<file path="src/rtl/uart_tx_param.sv">
// Parametrised UART transmitter with a power-of-two TX FIFO in front of it.
// Queued words go out back-to-back; the serial pin is driven from a register.
module uart_tx_param #(
    parameter int unsigned CLKS_PER_BIT = 434,
    parameter int unsigned DATA_BITS    = 8,
    parameter int unsigned PARITY       = 0,
    parameter int unsigned STOP_BITS    = 1,
    parameter int unsigned FIFO_DEPTH   = 4
) (
    input  logic                          clk,
    input  logic                          rst,
    input  logic [DATA_BITS-1:0]          tx_byte,
    input  logic                          tx_en,
    output logic                          tx_ready,
    output logic                          tx_busy,
    output logic                          tx_overflow,
    output logic [$clog2(FIFO_DEPTH):0]   fifo_count,
    output logic                          tx_pin
);

    localparam int unsigned BAUD_W  = $clog2(CLKS_PER_BIT);
    localparam int unsigned PTR_W   = $clog2(FIFO_DEPTH);
    localparam int unsigned CNT_W   = PTR_W + 1;
    localparam int unsigned BIT_W   = $clog2(DATA_BITS);
    localparam bit          PAR_ODD = (PARITY == 1);

    typedef enum logic [2:0] {
        S_IDLE,
        S_START,
        S_DATA,
        S_PARITY,
        S_STOP
    } state_t;

    state_t               state_q, state_d;
    logic [BAUD_W-1:0]    baud_q, baud_d;
    logic [BIT_W-1:0]     bit_q, bit_d;
    logic [DATA_BITS-1:0] shift_q, shift_d;
    logic                 par_q, par_d;
    logic                 pin_q, pin_d;
    logic                 busy_q;
    logic                 ready_q;
    logic                 ovf_q;
    logic [CNT_W-1:0]     count_q, count_d;
    logic [PTR_W-1:0]     wr_q, wr_d, rd_q, rd_d;
    logic [DATA_BITS-1:0] mem_q [FIFO_DEPTH];

    logic push, pop, bit_end, not_empty;

    // Storage has no reset: contents are don't-care once the pointers clear.
    always_ff @(posedge clk) begin
        if (push) begin
            mem_q[wr_q] <= tx_byte;
        end
    end

    always_ff @(posedge clk or posedge rst) begin
        if (rst) begin
            state_q <= S_IDLE;
            baud_q  <= '0;
            bit_q   <= '0;
            shift_q <= '0;
            par_q   <= 1'b0;
            pin_q   <= 1'b1;
            busy_q  <= 1'b0;
            ready_q <= 1'b1;
            ovf_q   <= 1'b0;
            count_q <= '0;
            wr_q    <= '0;
            rd_q    <= '0;
        end else begin
            state_q <= state_d;
            baud_q  <= baud_d;
            bit_q   <= bit_d;
            shift_q <= shift_d;
            par_q   <= par_d;
            pin_q   <= pin_d;
            busy_q  <= (state_d != S_IDLE);
            ready_q <= (count_d < CNT_W'(FIFO_DEPTH));
            ovf_q   <= tx_en && !ready_q;
            count_q <= count_d;
            wr_q    <= wr_d;
            rd_q    <= rd_d;
        end
    end

    // Next-state logic; pin_d is the value the line takes after this edge.
    always_comb begin
        state_d   = state_q;
        baud_d    = baud_q;
        bit_d     = bit_q;
        shift_d   = shift_q;
        par_d     = par_q;
        pin_d     = pin_q;
        pop       = 1'b0;
        push      = tx_en && ready_q;
        not_empty = (count_q != '0);
        bit_end   = (baud_q == BAUD_W'(CLKS_PER_BIT - 1));

        case (state_q)
            S_IDLE: begin
                pin_d = 1'b1;
                pop   = not_empty;
            end
            S_START: begin
                if (bit_end) begin
                    baud_d  = '0;
                    bit_d   = '0;
                    state_d = S_DATA;
                    pin_d   = shift_q[0];
                end else begin
                    baud_d = baud_q + BAUD_W'(1);
                end
            end
            S_DATA: begin
                if (bit_end) begin
                    baud_d = '0;
                    if (bit_q == BIT_W'(DATA_BITS - 1)) begin
                        bit_d = '0;
                        if (PARITY != 0) begin
                            state_d = S_PARITY;
                            pin_d   = par_q;
                        end else begin
                            state_d = S_STOP;
                            pin_d   = 1'b1;
                        end
                    end else begin
                        bit_d   = bit_q + BIT_W'(1);
                        shift_d = shift_q >> 1;
                        pin_d   = shift_q[1];
                    end
                end else begin
                    baud_d = baud_q + BAUD_W'(1);
                end
            end
            S_PARITY: begin
                if (bit_end) begin
                    baud_d  = '0;
                    bit_d   = '0;
                    state_d = S_STOP;
                    pin_d   = 1'b1;
                end else begin
                    baud_d = baud_q + BAUD_W'(1);
                end
            end
            S_STOP: begin
                pin_d = 1'b1;
                if (bit_end) begin
                    baud_d = '0;
                    if (bit_q == BIT_W'(STOP_BITS - 1)) begin
                        pop     = not_empty;
                        state_d = S_IDLE;
                    end else begin
                        bit_d = bit_q + BIT_W'(1);
                    end
                end else begin
                    baud_d = baud_q + BAUD_W'(1);
                end
            end
            default: begin
                state_d = S_IDLE;
                pin_d   = 1'b1;
            end
        endcase

        // Loading a frame overrides the IDLE/STOP choices above.
        if (pop) begin
            shift_d = mem_q[rd_q];
            par_d   = (^mem_q[rd_q]) ^ PAR_ODD;
            state_d = S_START;
            baud_d  = '0;
            bit_d   = '0;
            pin_d   = 1'b0;
        end

        count_d = count_q + CNT_W'(push) - CNT_W'(pop);
        wr_d    = push ? wr_q + PTR_W'(1) : wr_q;
        rd_d    = pop  ? rd_q + PTR_W'(1) : rd_q;
    end

    assign tx_pin      = pin_q;
    assign tx_busy     = busy_q;
    assign tx_ready    = ready_q;
    assign tx_overflow = ovf_q;
    assign fifo_count  = count_q;

endmodule
</file>
<file path="config.mk">
export PLATFORM = sky130hd
export DESIGN_NAME = uart_tx_param
export DESIGN_NICKNAME = d
export VERILOG_FILES = /design/src/rtl/uart_tx_param.sv
export SDC_FILE = /design/constraint.sdc
export NUM_CORES = 1
export LEC_CHECK = 0
export ABC_CLOCK_PERIOD_IN_PS = 2900
export CAP_MARGIN = 10
export CORE_MARGIN = 2
export CORE_UTILIZATION = 53
export DETAILED_ROUTE_END_ITERATION = 8
export MAX_ROUTING_LAYER = met4
export PLACE_DENSITY = 0.76
export SLEW_MARGIN = 5
export SYNTH_ARGS = -nofsm -noshare
export SYNTH_HDL_FRONTEND = slang
export SYNTH_SLANG_ARGS = --single-unit
</file>
<file path="constraint.sdc">
create_clock -name clk -period 2.9 [get_ports clk]
set_input_delay 0.58 -clock clk [delete_from_list [all_inputs] [get_ports clk]]
set_output_delay 0.58 -clock clk [all_outputs]
set_load 0.005 [all_outputs]
</file>
==> metrics.txt <==
relative slew slack=61.8%; vias in the first global route=1900; crit path max fanout=5; GP Congestion=0.880; Die Span X=81.1 um; total number of vias=1999; Synth warnings=0; CTS Sinks=66; Syn Nets=266; initial core utilization=54.2%; Detail Route Antenna Nets=0; crit path time final=2.70 ns; Worst R2R Path Depth=14; Worst Hold Depth=1; largest net degree at the start of global routing=35; crit path capture type=register; die area=6580 um2; Util after Layout=62.8%; Leakage Power=1.48 nW; Bufs on Longest Clock Path=2; Worst Hold Launch=shift_q[2]$_DFFE_PP0P_; power share of the clock group=25.9%; Synth Flop Type=edfxtp_1; Setup CP Type=reg2reg; sw frac=31.4%; Fill cells=458; # DRC=0; cell area after synthesis=3150 um2; Req. time, crit path=3.13 ns; multiplexer area fraction after synthesis=7.19%; initial DRC count=128; Num CTS Buffers=9; antenna cells=0; Internal=2.13 mW; CP Cell Sequence=inv_1, ha_1, and2b_2, nand4b_1, a21o_1, inv_1, ha_1, inv_1, ha_1, inv_1, fa_1, xnor2_1, xor2_1, inv_1; sequential share of the synthesized area=57.6%; combinational group share of total power=27.9%; P_sw=0.974 mW; register share of total power=46.2%; WP depth=14; CP peak stage delay=0.41 ns; clock skew=0.00735 ns; Root Driver=clkbuf_8; CP Data Arrival Time=2.93 ns; Post-Layout Cell Count=354; Synth Area in Adders=5.00%; worst skew pair latency=0.34 ns; clock transition at the registers of the reported paths=0.07 ns; crit path from=baud_q[1]$_DFFE_PP0P_; IO Count=18; first-pass GRT wire length=9310 um; initial antenna violation count=0; CTS tree=done; setup violators final=0; XOR/XNOR share of the synthesized area=1.95%; Post-Synth Simple-Gate Area=15.5%; Fmax achieved=370 MHz; Post-synth EDFFs=32; most used cell, CP=inv_1; # nets final=297; Synth cell types=53; complex-gate fraction of the synthesized area=9.25%; chip height=81.1 um; Area Overhead vs Synth=16.0%; Final Hold Vio Count=0; GRT Overall Usage=20.1%; WL final=5720 um; setup_tns=0 ns; detailed placement HPWL=3890 um; Synth Instances=243; async set-reset flop share out of synthesis=51.5%; synthesized flop and latch total=66; commonest non-fill, non-tap cells in the layout=32 x dfrtp_1, 32 x edfxtp_1, 17 x clkdlybuf4s50_1; hold_buf cts=0; worst path buffer plus inverter count=5; Max Transition Viols Final=0; CP top delay family=adder cells; worst vdd ir=0.512 mV; Overflow after GRT=0; vias per cell=5.65; status=completed; total core area=5820 um2; DR WL/cell=16.1 um; type of the worst min-delay path=reg2reg; placed insts=334; main combinational cell family by area after synthesis=simple AND/OR/NAND/NOR gates; Core Rows=28; Storage cell area=1810 um2; Syn Area/Cell=13.0 um2; TritonRoute pass-1 iters=4; Worst R2R Start=baud_q[1]$_DFFE_PP0P_; Power Density=849 nW/um2; Final Cycle Share=93.2%; Multi-input gate area=1230 um2; Port Buf Inserts=17; share of cells above drive strength 1=17.2%; slowest library cell on the worst path=dfrtp_1; startpoint types=register; Slew @ Worst Pin=0.568 ns; max cap viols=0; H-tree Lvls=3
## cells by family after synthesis
group | after synthesis
adders and majority gates | 12
and+or+nand+nor | 82
DFF | 66
muxes | 12
buffers and inverters | 21
xor gates and xnor gates | 7
AOI/OAI and AO/OA | 43
## synth_stat cells (all sizes together), types with 2 or more instances
cell / instances / share of area, %
and3: 9 / 1.8
o21ai: 13 / 2.1
a32oi: 2 / 0.56
dfrtp: 32 / 25
a21oi: 9 / 1.4
nor2: 12 / 1.5
nor3b: 2 / 0.83
mux2: 2 / 0.83
mux4: 8 / 5.7
buf: 7 / 1.8
inv: 11 / 1.3
xor2: 2 / 0.56
nand2b: 2 / 0.40
or3: 6 / 1.2
xnor2: 5 / 1.4
a221o: 5 / 1.6
mux2i: 2 / 0.64
o31ai: 2 / 0.48
nand2: 16 / 1.9
ha: 11 / 4.4
and2: 5 / 0.99
nand4: 2 / 0.40
edfxtp: 32 / 31
clkbuf: 3 / 0.36
nor4: 4 / 1.3
dfstp: 2 / 1.7
nor3: 4 / 0.64
or4: 2 / 0.48
a22o: 3 / 0.83
nand3: 8 / 1.7
nand3b: 4 / 0.95
a21o: 3 / 0.71
a211o: 3 / 0.83
## final timing paths
check	end	slack, ns
worst max-delay path	fifo_count[2]$_DFF_PP0_	0.20
worst min register to register	shift_q[1]$_DFFE_PP0P_	0.51
max in group asynchronous	tx_pin$_DFFE_PP1P_	1.94
worst max register to register	fifo_count[2]$_DFF_PP0_	0.20
min in group asynchronous	baud_q[2]$_DFFE_PP0P_	0.63
worst min-delay path	shift_q[1]$_DFFE_PP0P_	0.51
## sequential cells by signal, summed over array words and instances, names as in the netlist
name         flops
wr_q             2
tx_overflow      1
mem_q           32
shift_q          8
rd_q             2
baud_q           9
bit_q            3
tx_pin           1
state_q          3
fifo_count       3
tx_busy          1
tx_ready         1
## power by group through the flow
stage,sequential (mW),clock (mW),combinational [mW]
2_1_floorplan,1.36,0,0.642
3_3_place_gp,1.44,0,0.813
3_5_place_dp,1.46,0,0.839
4_1_cts,1.44,0.821,0.843
5_1_grt,1.48,0.873,0.969
6_report,1.43,0.803,0.865
## per-stage QoR
stage,cell area [um2],power (mW),hold WS (ns),setup slack [ns]
floorplan,3150,2.01,0.463,0.181
global placement,3410,2.26,0.480,0.246
detailed placement,3410,2.30,0.498,0.145
CTS,3620,3.10,0.511,0.131
global route,3650,3.32,0.548,-0.0173
finish,3650,3.10,0.513,0.198
## layer usage
layer  wire length (um)  vias up  track usage, %
li1                   -      969               -
met5                  0        -               -
met4                104        0            10.2
met3                221       10            4.56
met2               2840       48            30.2
met1               2550      972            25.9
## layout make-up
| class | count | area share, % |
|---|---|---|
| sequential | 66 | 49.7 |
| multi-input combinational | 156 | 33.6 |
| timing repair buffer | 30 | 7.33 |
| clock buffer | 9 | 3.39 |
| tap | 75 | 2.57 |
| clock inverter | 7 | 2.33 |
| inverter | 11 | 1.13 |
## timing repair
| action | 4_1_cts | 5_1_grt |
|---|---|---|
| buffers inserted | 0 | 4 |
| endpoints found under the setup margin | 0 | 1 |
| gates resized for setup | 0 | 1 |
No activity file was read; power rests on OpenSTA's default activity.
